[src/rtl/ofs_fim_pcie_len_chk_pkg.sv]
// Shared types and header field positions for the PCIe RX payload length checker.
package ofs_fim_pcie_len_chk_pkg;

  typedef enum logic [1:0] {IDLE, CHECK, BYPASS} t_len_chk_state;

  localparam int FMT_TYPE_LSB = 24;
  localparam int HAS_DATA_BIT = 30;
  localparam int LEN_LSB      = 0;
  localparam int LEN_W        = 10;
  localparam int BCNT_W       = 13;

  // Byte totals pin at all-ones so a runaway TLP can never wrap back under the header length.
  function automatic logic [BCNT_W-1:0] bcnt_sat_add(input logic [BCNT_W-1:0] a,
                                                     input logic [BCNT_W-1:0] b);
    logic [BCNT_W:0] s;
    s = {1'b0, a} + {1'b0, b};
    return s[BCNT_W] ? {BCNT_W{1'b1}} : s[BCNT_W-1:0];
  endfunction

  function automatic logic [31:0] stat_sat_inc(input logic [31:0] v);
    return (&v) ? v : v + 32'd1;
  endfunction

endpackage

[src/rtl/ofs_fim_pcie_len_chk_popcnt.sv]
// Combinational tkeep popcount built as a recursive binary adder tree; zero latency.
module ofs_fim_pcie_len_chk_popcnt #(
  parameter int W  = 64,
  parameter int CW = $clog2(W + 1)
) (
  input  logic [W-1:0]  keep,
  output logic [CW-1:0] cnt
);

  generate
    if (W == 1) begin : g_leaf
      assign cnt = CW'(keep);
    end else begin : g_split
      localparam int WL = W / 2;
      localparam int WH = W - WL;
      localparam int CL = $clog2(WL + 1);
      localparam int CH = $clog2(WH + 1);

      logic [CL-1:0] cnt_lo;
      logic [CH-1:0] cnt_hi;

      ofs_fim_pcie_len_chk_popcnt #(.W(WL), .CW(CL)) u_lo (.keep(keep[WL-1:0]), .cnt(cnt_lo));
      ofs_fim_pcie_len_chk_popcnt #(.W(WH), .CW(CH)) u_hi (.keep(keep[W-1:WL]), .cnt(cnt_hi));

      assign cnt = CW'(cnt_lo) + CW'(cnt_hi);
    end
  endgenerate

endmodule

[src/rtl/ofs_fim_pcie_ss_rx_len_check.sv]
// Registered AXI-S pass-through (1 cycle, stalls only on out_tready) that flags TLPs whose payload
// length disagrees with the in-band header. OFS_FIM_PCIE_LEN_CHK_STATS_EN adds saturating counters.
module ofs_fim_pcie_ss_rx_len_check
  import ofs_fim_pcie_len_chk_pkg::*;
#(
  parameter int DATA_WIDTH = 512,
  parameter int HDR_WIDTH  = 256,
  parameter int USER_W     = 1
) (
  input  logic                    clk,
  input  logic                    rst,
  input  logic                    in_tvalid,
  output logic                    in_tready,
  input  logic [DATA_WIDTH-1:0]   in_tdata,
  input  logic [DATA_WIDTH/8-1:0] in_tkeep,
  input  logic                    in_tlast,
  input  logic [USER_W-1:0]       in_tuser_vendor,
  output logic                    out_tvalid,
  input  logic                    out_tready,
  output logic [DATA_WIDTH-1:0]   out_tdata,
  output logic [DATA_WIDTH/8-1:0] out_tkeep,
  output logic                    out_tlast,
  output logic [USER_W-1:0]       out_tuser_vendor,
  output logic                    out_err_short,
  output logic                    out_err_long
`ifdef OFS_FIM_PCIE_LEN_CHK_STATS_EN
  ,
  output logic [31:0]             stat_pkts,
  output logic [31:0]             stat_short,
  output logic [31:0]             stat_long
`endif
);

  localparam int KEEP_W = DATA_WIDTH / 8;
  localparam int PC_W   = $clog2(KEEP_W + 1);
  localparam logic [BCNT_W-1:0] HDR_BYTES = BCNT_W'(HDR_WIDTH / 8);

  t_len_chk_state    state;
  logic              sop;
  logic [BCNT_W-1:0] bcnt;
  logic [BCNT_W-1:0] exp_q;

  logic              accept;
  logic [PC_W-1:0]   keep_cnt;
  logic [7:0]        fmt_type;
  logic [LEN_W-1:0]  len_dw;
  logic [BCNT_W-1:0] hdr_len, hdr_exp, kc, beat_bytes, total, exp_cur;
  logic              bypass, chk_short, chk_long;

  assign in_tready = !out_tvalid || out_tready;
  assign accept    = in_tvalid && in_tready;

  ofs_fim_pcie_len_chk_popcnt #(.W(KEEP_W), .CW(PC_W)) u_popcnt (
    .keep (in_tkeep),
    .cnt  (keep_cnt)
  );

  always_comb begin
    fmt_type   = in_tdata[FMT_TYPE_LSB +: 8];
    len_dw     = in_tdata[LEN_LSB +: LEN_W];
    hdr_len    = (len_dw == '0) ? BCNT_W'(4096) : BCNT_W'({len_dw, 2'b00});
    hdr_exp    = fmt_type[HAS_DATA_BIT - FMT_TYPE_LSB] ? hdr_len : '0;
    kc         = BCNT_W'(keep_cnt);
    // Header bytes of the SOP beat are not payload; a short SOP beat contributes nothing.
    beat_bytes = kc;
    if (sop) beat_bytes = (kc > HDR_BYTES) ? kc - HDR_BYTES : '0;
    total      = bcnt_sat_add(sop ? '0 : bcnt, beat_bytes);
    exp_cur    = sop ? hdr_exp : exp_q;
    bypass     = sop ? in_tuser_vendor[0] : (state == BYPASS);
    chk_short  = in_tlast && !bypass && (total < exp_cur);
    chk_long   = in_tlast && !bypass && (total > exp_cur);
  end

  always_ff @(posedge clk or posedge rst) begin
    if (rst) begin
      state         <= IDLE;
      sop           <= 1'b1;
      bcnt          <= '0;
      exp_q         <= '0;
      out_tvalid    <= 1'b0;
      out_err_short <= 1'b0;
      out_err_long  <= 1'b0;
    end else begin
      if (in_tready) begin
        out_tvalid    <= in_tvalid;
        out_err_short <= accept && chk_short;
        out_err_long  <= accept && chk_long;
      end
      if (accept) begin
        sop  <= in_tlast;
        bcnt <= in_tlast ? '0 : total;
        if (sop) exp_q <= hdr_exp;
        if (in_tlast)  state <= IDLE;
        else if (sop)  state <= in_tuser_vendor[0] ? BYPASS : CHECK;
      end
    end
  end

  always_ff @(posedge clk) begin
    if (accept) begin
      out_tdata        <= in_tdata;
      out_tkeep        <= in_tkeep;
      out_tlast        <= in_tlast;
      out_tuser_vendor <= in_tuser_vendor;
    end
  end

`ifdef OFS_FIM_PCIE_LEN_CHK_STATS_EN
  logic out_eop;
  assign out_eop = out_tvalid && out_tready && out_tlast;

  always_ff @(posedge clk or posedge rst) begin
    if (rst) begin
      stat_pkts  <= '0;
      stat_short <= '0;
      stat_long  <= '0;
    end else if (out_eop) begin
      stat_pkts <= stat_sat_inc(stat_pkts);
      if (out_err_short) stat_short <= stat_sat_inc(stat_short);
      if (out_err_long)  stat_long  <= stat_sat_inc(stat_long);
    end
  end
`endif

endmodule
[config.mk]
export PLATFORM = sky130hd
export DESIGN_NAME = ofs_fim_pcie_ss_rx_len_check
export DESIGN_NICKNAME = d
export VERILOG_FILES = /design/src/rtl/ofs_fim_pcie_len_chk_pkg.sv /design/src/rtl/ofs_fim_pcie_len_chk_popcnt.sv /design/src/rtl/ofs_fim_pcie_ss_rx_len_check.sv
export SDC_FILE = /design/constraint.sdc
export NUM_CORES = 1
export LEC_CHECK = 0
export ABC_AREA = 1
export ABC_CLOCK_PERIOD_IN_PS = 22200
export CAP_MARGIN = 10
export CORE_AREA = 2 2 455 457
export CTS_CLUSTER_SIZE = 25
export DETAILED_ROUTE_END_ITERATION = 6
export DIE_AREA = 0 0 457 459
export PLACE_DENSITY_LB_ADDON = 0.12
export SLEW_MARGIN = 20
export SYNTH_ARGS = -nofsm -noshare
export SYNTH_HDL_FRONTEND = slang
export SYNTH_SLANG_ARGS = --single-unit
[constraint.sdc]
create_clock -name clk -period 22.2 [get_ports clk]
set_input_delay 4.44 -clock clk [delete_from_list [all_inputs] [get_ports clk]]
set_output_delay 4.44 -clock clk [all_outputs]
set_load 0.03 [all_outputs]
## Yosys cells after proc, flatten, opt, wreduce, memory -nomap -nowiden

Index checks and enable logic that the tools add are counted.

- Register bits: 610
- Input port bits: 582
- Output and inout bits: 582
- Logic and storage cells: 104

- Equal/unequal tests: 1
- Magnitude comparators: 3
- Add/subtract/negate cells: 65
- Mux-type cells: 12
- Reduce and logical (&&, ||, !) cells: 12

Operators with widths:

| kind | number |
|---|---|
| 13-bit two-way mux | 8 |
| 1-bit by 1-bit adder with 2-bit output | 32 |
| 2-bit by 2-bit adder with 3-bit output | 16 |
| 3-bit by 3-bit adder with 4-bit output | 8 |
| 4-bit by 4-bit adder with 5-bit output | 4 |
| 13-bit by 13-bit adder with 14-bit output | 1 |
| 13-bit greater-than comparator | 1 |
| 13-bit less-than comparator | 1 |
| 5-bit by 5-bit adder with 6-bit output | 2 |
| 10-bit zero test | 1 |
| 7-bit by 6-bit subtractor with 8-bit output (second input constant) | 1 |
| 6-bit by 6-bit adder with 7-bit output | 1 |
| 7-bit by 6-bit greater-than comparator with 1-bit output (second input constant) | 1 |
| 1-bit logical AND | 6 |
| 2-bit two-way mux | 3 |
| 2-bit equality test (second input constant) | 1 |
| 1-bit zero test | 2 |
| 2-bit AND reduction | 1 |
| 2-bit nonzero test | 1 |
| 1-bit logical OR | 1 |
| 1-bit two-way mux | 1 |

## Longest topological paths before layout

Gate-level depths: netlist (run 1).

- Word-level depth: 14
- Gate-level depth with buffers: 41
- Mapped depth without buffers: 41

## By module

From an unflattened synthesis (run 1), not the netlist that was laid out.

- Cell total of the unflattened synthesis: 1485
- Area total of the unflattened synthesis: 23650.2 um2

By module, submodules not included:

| module | cells an instance | times used | area an instance (um2) | sequential area each (um2) |
|---|---|---|---|---|
| ofs_fim_pcie_ss_rx_len_check | 967 | 1 | 19874.1 | 18158.7 |
| ofs_fim_pcie_len_chk_popcnt at u_popcnt.g_split.u_hi.g_split.u_hi.g_split.u_hi.g_split.u_hi ... | 7 | 16 | 51.3 | 0.0 |
| ofs_fim_pcie_len_chk_popcnt at u_popcnt.g_split.u_hi.g_split.u_hi.g_split.u_hi ... | 13 | 8 | 98.8 | 0.0 |
| ofs_fim_pcie_len_chk_popcnt at u_popcnt.g_split.u_hi.g_split.u_hi ... | 25 | 4 | 157.7 | 0.0 |
| ofs_fim_pcie_len_chk_popcnt at u_popcnt.g_split.u_hi.g_split.u_hi.g_split.u_hi.g_split.u_hi.g_split.u_hi.g_split.u_hi ... | 1 | 64 | 7.5 | 0.0 |
| ofs_fim_pcie_len_chk_popcnt at u_popcnt.g_split.u_hi ... | 35 | 2 | 209.0 | 0.0 |
| ofs_fim_pcie_len_chk_popcnt at u_popcnt.g_split.u_hi.g_split.u_hi.g_split.u_hi.g_split.u_hi.g_split.u_hi ... | 1 | 32 | 12.5 | 0.0 |
| ofs_fim_pcie_len_chk_popcnt at u_popcnt | 36 | 1 | 235.2 | 0.0 |

## Least setup slack after synthesis (run 1)

No wires, ideal clock.

- Kind: input to register
- From: input port out_tready
- To: register bcnt[3]
- Setup time: 0.175 ns
- Required time: 22.025 ns
- Data arrival time: 20.914 ns
- Path slack: 1.110 ns
- Stages on the path: 7
- Buffers on the path: 1
- Path through: nor2_1 > nor2_2 > inv_2 > nor2_1 > buf_2 > nand2_1 > o21ai_1

- Word-level cells in the longest chain between the ends: 2

Ends and longest elaborated chain:

| what | line | text |
|---|---|---|
| start, declared | ofs_fim_pcie_ss_rx_len_check.sv:19 | `input logic out_tready,` |
| 1-bit logical OR | ofs_fim_pcie_ss_rx_len_check.sv:50 | `assign in_tready = !out_tvalid \|\| out_tready;` |
| 1-bit logical AND | ofs_fim_pcie_ss_rx_len_check.sv:51 | `assign accept = in_tvalid && in_tready;` |
| net accept | ofs_fim_pcie_ss_rx_len_check.sv:43 | `logic accept;` |
| end signal, assigned | ofs_fim_pcie_ss_rx_len_check.sv:91 | `bcnt <= in_tlast ? '0 : total;` |
| end, declared | ofs_fim_pcie_ss_rx_len_check.sv:40 | `logic [BCNT_W-1:0] bcnt;` |

The timed path passes the listed nets, and every way through them passes these cells.
A chain may end at the register's enable or synchronous reset.

## Worst setup path in the final report (run 1)

- From: input port in_tkeep[35]
- To: register out_err_long

- Word-level cells in the longest chain between the ends: 14
- Elaborated cells between the ends (all ways): 15
- Those cells by class: 8 x add/sub; 2 x order compare; 3 x mux; 2 x reduce/logical

Ends and longest elaborated chain:

| what | line | text |
|---|---|---|
| start, declared | ofs_fim_pcie_ss_rx_len_check.sv:15 | `input logic [DATA_WIDTH/8-1:0] in_tkeep,` |
| 1-bit by 1-bit adder with 2-bit output * | ofs_fim_pcie_len_chk_popcnt.sv:25 | `assign cnt = CW'(cnt_lo) + CW'(cnt_hi);` |
| 2-bit by 2-bit adder with 3-bit output * | ofs_fim_pcie_len_chk_popcnt.sv:25 |  |
| 3-bit by 3-bit adder with 4-bit output * | ofs_fim_pcie_len_chk_popcnt.sv:25 |  |
| 4-bit by 4-bit adder with 5-bit output * | ofs_fim_pcie_len_chk_popcnt.sv:25 |  |
| 5-bit by 5-bit adder with 6-bit output * | ofs_fim_pcie_len_chk_popcnt.sv:25 |  |
| 6-bit by 6-bit adder with 7-bit output * | ofs_fim_pcie_len_chk_popcnt.sv:25 |  |
| 7-bit by 6-bit subtractor with 8-bit output / 7-bit by 6-bit greater-than comparator with 1-bit output (equally long branches) | ofs_fim_pcie_ss_rx_len_check.sv:66 | `if (sop) beat_bytes = (kc > HDR_BYTES) ? kc - HDR_BYTES : '0;` |
| 13-bit two-way mux | ofs_fim_pcie_ss_rx_len_check.sv:66 |  |
| 13-bit two-way mux * | ofs_fim_pcie_ss_rx_len_check.sv:66 |  |
| 13-bit by 13-bit adder with 14-bit output * | ofs_fim_pcie_len_chk_pkg.sv:16 | `s = {1'b0, a} + {1'b0, b};` |
| 13-bit two-way mux * | ofs_fim_pcie_len_chk_pkg.sv:17 | `return s[BCNT_W] ? {BCNT_W{1'b1}} : s[BCNT_W-1:0];` |
| 13-bit greater-than comparator * | ofs_fim_pcie_ss_rx_len_check.sv:71 | `chk_long = in_tlast && !bypass && (total > exp_cur);` |
| 1-bit logical AND * | ofs_fim_pcie_ss_rx_len_check.sv:71 |  |
| 1-bit logical AND * | ofs_fim_pcie_ss_rx_len_check.sv:87 | `out_err_long <= accept && chk_long;` |
| end signal, assigned | ofs_fim_pcie_ss_rx_len_check.sv:87 |  |
| end, declared | ofs_fim_pcie_ss_rx_len_check.sv:25 | `output logic out_err_long` |

Mark *: on every way between the ends. The rest lies on a longest branch, timed or not.

==> flow_summary_export.csv, run 1 <==
group,metric,value,unit
status,outcome,"completed",
synth,yosysWarnings,0,
critical_path,worstPathMaxFanout,5,
synth,ys_ff_latch,610,
pwr,power_density,143.1,nW/um2
critical_path,critPathLaunch,"in_tkeep[35]",
layout,layout-drive-gt1-share,0.06407,
cts,clock-sinks,610,
timing,fin_setup_tns,0,ns
placement,dpl.hpwl,116700,um
critical_path,worstSetupPathType,"input port to flip-flop",
critical_path,critical_path_arrival,13.16,ns
synth,ys_async_sr_fraction,0.05246,
synth,netlist_area,21640,um2
pwr,power_frac_comb,0.502,
synth,ys_types,35,
timing,fin_crit,12.54,ns
critical_path,r2r-end,"out_err_long$_DFFE_PP0N_",
drt,wire_per_inst,27.31,um
cts,cts.hold.buffers_added,0,
global_route,grt_pass1_wl,179700,um
timing,min_period_over_period,0.5648,
layout,final_common_cell,"clkdlybuf4s50_1",
floorplan,die_width,457,um
layout,num-nets-final,3069,
global_route,grt_max_degree,159,
drt,postRouteAntennaNets,0,
global_route,antenna_found_initial,103,
cts,postCtsSetupRepairBufs,0,
layout,final_cells,5181,
synth,syn_nets,1817,
layout,final_cell_mix,"clkdlybuf4s50_1 (1163), edfxtp_1 (578), inv_1 (160), nand2_1 (118), clkbuf_16 (85)",
drt,drcViolationCount,0,
critical_path,r2r_cells,18,
placement,gp_congestion,0.8787,
timing,hold_viol_final,0,
synth,synth_edf_count,578,
cts,htreeDepth,3,
pwr,ir_worst_vdd,0.0002190,V
pwr,p_int,0.003285,W
drt,dr.pass1.iters,5,
layout,areaGrowthSynthToFinish,83.20,%
run,cap_viol_max_count,0,
critical_path,max_stage_delay,0.61,ns
placement,dp.cells,5014,
pwr,seqPwrFrac,0.243,
synth,synth_seq_area_share,0.8391,
cts,clockBufferDepth,3,
floorplan,die_h,459,um
drt,vias_per_cell,3.047,
timing,setup_violations,0,
min_path,holdCritPathClass,"flip-flop to flip-flop",
critical_path,reg2reg_slack,18.00,ns
cts,clockRootBuffer,"clkbuf_16",
pwr,cellLeakagePower,13.99,nW
floorplan,coreArea,205600,um2
pwr,netSwitchingFraction,0.4212,
floorplan,die-area,209800,um2
drt,drt-total-wl,141500,um
min_path,hp-start,"bcnt[11]$_DFFE_PP0P_",
critical_path,critPathMostFrequentCell,"fa_1",
critical_path,worstSetupEndpoint,"out_err_long$_DFFE_PP0N_",
global_route,grt_pass1_vias,16810,
pwr,switchingPower,0.002390,W
synth,synth_cells,1145,
global_route,grt_usage,0.1306,
critical_path,crit_path_end_kind,"flip-flop",
placement,port_buffers,1163,
floorplan,io_pins,1164,
timing,rsz0062_at_grt,"no",
floorplan,rows,167,
timing,fmax,0.07976,GHz
timing,drv_slew,0,
critical_path,rr_startpoint,"sop$_DFFE_PP1P_",
timing,fin_skew,0.05386,ns
cts,clk_latency,0.73,ns
timing,tightest_slew,1.029,ns
drt,drtIter0Drc,1089,
timing,slew_headroom,0.3138,
critical_path,start_kind,"input port",
pwr,clockPowerShare,0.255,
critical_path,timing.critical_path.slowest_stage_cell,"fa_1",
synth,syn_area_per_cell,18.90,um2
cts,postCtsResizedCells,0,
synth,synthFlopType,"edfxtp_1",
cts,cts_tree,"built",
drt,via_count,15790,
cts,numCtsBuffers,85,
global_route,grt-ovfl-total,0,
cts,clk_pin_slew,0.05,ns
floorplan,start_util,0.1052,
critical_path,cp.required,22.82,ns
[critical path, delay by kind of cell]
kind / cells / cell delay (ns)
simple gates: 17 / 1.80
fa+ha+maj: 12 / 5.53
compound gates: 3 / 0.51
buf+inv: 7 / 0.85
[metal layers]
metal	GRT usage	wire length [um]
met2	0.2284	70190
met1	0.1476	54640
met4	0.02649	3168
met3	0.05542	13130
met5	0	351
[area by class of cell]
class                   instances  area, um2
multi-input cells             358       2809
clock inverters                57      710.7
repair buffers               1173      11730
well taps                    2704       3383
flip-flops and latches        610      18160
clock buffers                  99       2190
inverters                     169      636.9
fillers                     22160     166000
diodes                         11      27.53
[worst min path at each step]
stage / to / slack, ns / depth (start not counted)
6_report: bcnt[11]$_DFFE_PP0P_ / 0.48 / 2
5_1_grt: exp_q[6]$_DFFE_PP0P_ / 0.51 / 2
4_1_cts: bcnt[11]$_DFFE_PP0P_ / 0.49 / 2
3_5_place_dp: bcnt[6]$_DFFE_PP0P_ / 0.48 / 2
3_3_place_gp: exp_q[5]$_DFFE_PP0P_ / 0.47 / 2
2_1_floorplan: bcnt[11]$_DFFE_PP0P_ / 0.45 / 2
[sequential cells by signal, summed over array words and instances (netlist names)]
name / cells
out_tdata: 512
out_tkeep: 64
bcnt: 13
exp_q: 13
state: 2
out_err_long: 1
out_err_short: 1
out_tlast: 1
out_tuser_vendor: 1
out_tvalid: 1
sop: 1
[cell usage after synthesis (5+ instances only)]
| cell | number | area [um2] |
|---|---|---|
| edfxtp_1 | 578 | 17360 |
| inv_2 | 5 | 18.77 |
| dfrtp_1 | 31 | 775.7 |
| o22ai_1 | 10 | 62.56 |
| nand3_1 | 23 | 115.1 |
| nand2_2 | 5 | 31.28 |
| nand2_1 | 118 | 442.9 |
| fa_1 | 55 | 1101 |
| clkbuf_1 | 5 | 18.77 |
| o21ai_1 | 8 | 40.04 |
| a21oi_1 | 16 | 80.08 |
| nand3_2 | 7 | 70.07 |
| nor2_1 | 37 | 138.9 |
| ha_1 | 35 | 437.9 |
| inv_1 | 160 | 600.6 |
| nand4_1 | 5 | 31.28 |
| o21ai_0 | 18 | 90.09 |
[power by group through the flow]
stage	clock (W)	combinational (W)	sequential, W
after floorplan	0	0.00185	0.00154
after global placement	0	0.00287	0.00140
after detailed placement	0	0.00285	0.00140
after CTS	0.00152	0.00287	0.00138
after global routing	0.00156	0.00322	0.00139
final	0.00145	0.00285	0.00138
[cells by family (layout without fill, tap and decap cells)]
kind of cell / count (synthesis) / after routing / share of synthesized area
AO/OA/AOI/OAI: 60 / 60 / 0.01590
adder cells (fa/ha/maj): 90 / 90 / 0.07112
AND/OR/NAND/NOR: 205 / 205 / 0.04134
buffers and inverters: 177 / 1498 / 0.03128
flip-flops: 610 / 610 / 0.8391
XOR/XNOR: 3 / 3 / 0.001214
other: 0 / 11 / 0
[per-stage QoR]
| stage | utilization | power (W) | worst slack, ns | cell area [um2] | hold WS (ns) |
|---|---|---|---|---|---|
| 2_1_floorplan | - | 0.003388 | 1.110 | 21640 | 0.4488 |
| 3_3_place_gp | 0.1786 | 0.004277 | 8.889 | 36720 | 0.4710 |
| 3_5_place_dp | 0.1786 | 0.004251 | 8.949 | 36720 | 0.4765 |
| 4_1_cts | 0.1927 | 0.005774 | 9.710 | 39620 | 0.4914 |
| 5_1_grt | 0.1927 | 0.006169 | 9.031 | 39620 | 0.5115 |
| 6_report | 0.1928 | 0.005675 | 9.662 | 39640 | 0.4848 |
No activity file was read; power rests on OpenSTA's default activity.
==> run 2, diff against run 1 <==
--- a/config.mk
+++ b/config.mk
@@ -6,7 +6,7 @@
 export NUM_CORES = 1
 export LEC_CHECK = 0
 export ABC_AREA = 1
-export ABC_CLOCK_PERIOD_IN_PS = 22200
+export ABC_CLOCK_PERIOD_IN_PS = 12850
 export CAP_MARGIN = 10
 export CORE_AREA = 2 2 455 457
 export CTS_CLUSTER_SIZE = 25
==> constraint.sdc (replaced) <==
create_clock -name clk -period 12.85 [get_ports clk]
set_input_delay 2.57 -clock clk [delete_from_list [all_inputs] [get_ports clk]]
set_output_delay 2.57 -clock clk [all_outputs]
set_load 0.03 [all_outputs]
==> run 2 against run 1 <==
Compared with the run above:
- register-to-register slack lost 9.3 ns
- critical path type unchanged
- cell area is essentially flat
- flip-flop and latch count is the same
- largest power group unchanged
- via count shrank 0.84%
- first-iteration DRC count shrank 5.2%
- critical path depth shrank 1
- non-clock buffer count is the same
- wire length shrank 1.3%
- utilization is essentially flat
- global-route usage shrank 0.20 points
- clock power grew 70%
==> flow_summary_export.csv, run 2 (same netlist as run 1, synthesis figures left out) <==
group,metric,value,unit
status,outcome,"completed",
drt,wire_per_inst,26.85,um
drt,postRouteAntennaNets,0,
critical_path,start_kind,"input port",
cts,htreeDepth,3,
floorplan,die-area,209800,um2
critical_path,max_stage_delay,0.62,ns
floorplan,die_width,457,um
drt,drcViolationCount,0,
layout,layout-drive-gt1-share,0.06561,
floorplan,rows,167,
cts,clk_pin_slew,0.06,ns
global_route,grt-ovfl-total,0,
critical_path,cp.required,13.49,ns
global_route,grt_pass1_wl,176500,um
placement,gp_congestion,0.8477,
timing,fin_skew,0.05073,ns
critical_path,critPathMostFrequentCell,"nand2_1",
global_route,grt_max_degree,135,
floorplan,io_pins,1164,
cts,postCtsResizedCells,0,
layout,top_regs,"out_tdata x512, out_tkeep x64",
pwr,ir_worst_vdd,0.0005472,V
timing,setup_violations,0,
layout,postLayoutCoreUtil,0.1929,
pwr,cellLeakagePower,14.01,nW
floorplan,start_util,0.1052,
critical_path,worstSetupPathType,"input port to flip-flop",
cts,cts_tree,"built",
global_route,grt_pass1_vias,16660,
cts,clock-sinks,610,
timing,rsz0062_at_grt,"no",
floorplan,coreArea,205600,um2
cts,clk_latency,0.70,ns
placement,dpl.hpwl,115400,um
critical_path,critical_path_arrival,11.23,ns
placement,port_buffers,1163,
layout,largest_reg_flops,512,
critical_path,worstPathMaxFanout,9,
timing,slew_headroom,0.3217,
global_route,grt_usage,0.1286,
timing,hold_viol_final,0,
critical_path,crit_path_end_kind,"flip-flop",
timing,fmax,0.09436,GHz
timing,fin_setup_tns,0,ns
cts,clockRootBuffer,"clkbuf_16",
layout,num-nets-final,3070,
drt,via_count,15650,
cts,cts.hold.buffers_added,0,
layout,areaGrowthSynthToFinish,83.24,%
layout,largest-register,"out_tdata",
layout,final_common_cell,"clkdlybuf4s50_1",
drt,drtIter0Drc,1032,
cts,clockBufferDepth,3,
cts,postCtsSetupRepairBufs,0,
timing,drv_slew,0,
run,cap_viol_max_count,0,
drt,drt-total-wl,139700,um
timing,min_period_over_period,0.8247,
cts,numCtsBuffers,86,
min_path,holdCritPathClass,"flip-flop to flip-flop",
timing,fin_crit,10.60,ns
floorplan,die_h,459,um
global_route,antenna_found_initial,99,
layout,final_cell_mix,"clkdlybuf4s50_1 (1163), edfxtp_1 (578), inv_1 (160), nand2_1 (118), clkbuf_16 (87)",
critical_path,timing.critical_path.slowest_stage_cell,"fa_1",
pwr,power_density,243.4,nW/um2
drt,vias_per_cell,3.009,
timing,tightest_slew,1.017,ns
drt,dr.pass1.iters,5,
run 2: path summary, 6_finish.rpt:
| path | startpoint | endpoint | slack, ns | depth (start not counted) |
|---|---|---|---|---|
| max | in_tkeep[35] | out_err_long$_DFFE_PP0N_ | 2.25 | 38 |
| min | bcnt[6]$_DFFE_PP0P_ | bcnt[6]$_DFFE_PP0P_ | 0.48 | 2 |
| max reg2reg | sop$_DFFE_PP1P_ | out_err_long$_DFFE_PP0N_ | 8.72 | 18 |
| min reg2reg | bcnt[6]$_DFFE_PP0P_ | bcnt[6]$_DFFE_PP0P_ | 0.48 | 2 |
| max in group asynchronous | rst | bcnt[6]$_DFFE_PP0P_ | 10.20 | 3 |
| min in group asynchronous | rst | exp_q[4]$_DFFE_PP0P_ | 2.27 | 3 |
run 2: report_power, final:
| part | leakage (nW) | total [W] | internal [W] | switching (W) |
|---|---|---|---|---|
| logic | 6.69 | 0.00481 | 0.00186 | 0.00295 |
| clock network | 1.40 | 0.00246 | 0.00145 | 0.00102 |
| registers | 5.92 | 0.00238 | 0.00233 | 0.0000504 |
| total | 14.0 | 0.00965 | 0.00563 | 0.00402 |
run 2: critical path, delay by kind of cell:
| family | cells | cell delay [ns] |
|---|---|---|
| adder cells (fa/ha/maj) | 11 | 5.30 |
| buffers and inverters | 7 | 0.89 |
| AND/OR/NAND/NOR | 16 | 1.49 |
| AO/OA/AOI/OAI | 4 | 0.98 |
run 2: metrics by stage:
step	setup WS (ns)	cells	area (um2)	power [W]	hold slack [ns]
5_1_grt	1.659	5186	39610	0.01056	0.5276
6_report	2.252	5202	39650	0.009651	0.4821
4_1_cts	2.266	5173	39580	0.009882	0.4910
3_5_place_dp	1.452	5014	36720	0.007286	0.4774
3_3_place_gp	1.458	5014	36720	0.007347	0.4716
2_1_floorplan	0.5158	1145	21640	0.005827	0.4488
run 2: metal layers:
| metal | GRT usage | share of wire | up-vias |
|---|---|---|---|
| met5 | 0 | 0.0031 | - |
| met4 | 0.05359 | 0.038 | 74 |
| met3 | 0.06893 | 0.12 | 258 |
| met2 | 0.2143 | 0.48 | 854 |
| met1 | 0.1346 | 0.36 | 7824 |
| li1 | - | - | 6644 |
run 2: final cells by class:
type | instances | area (um2)
repair buffers | 1173 | 11730
fillers | 22150 | 166000
clock inverters | 58 | 633.1
clock buffers | 101 | 2230
diodes | 29 | 72.57
inverters | 169 | 636.9
multi-input cells | 358 | 2809
flip-flops and latches | 610 | 18160
well taps | 2704 | 3383
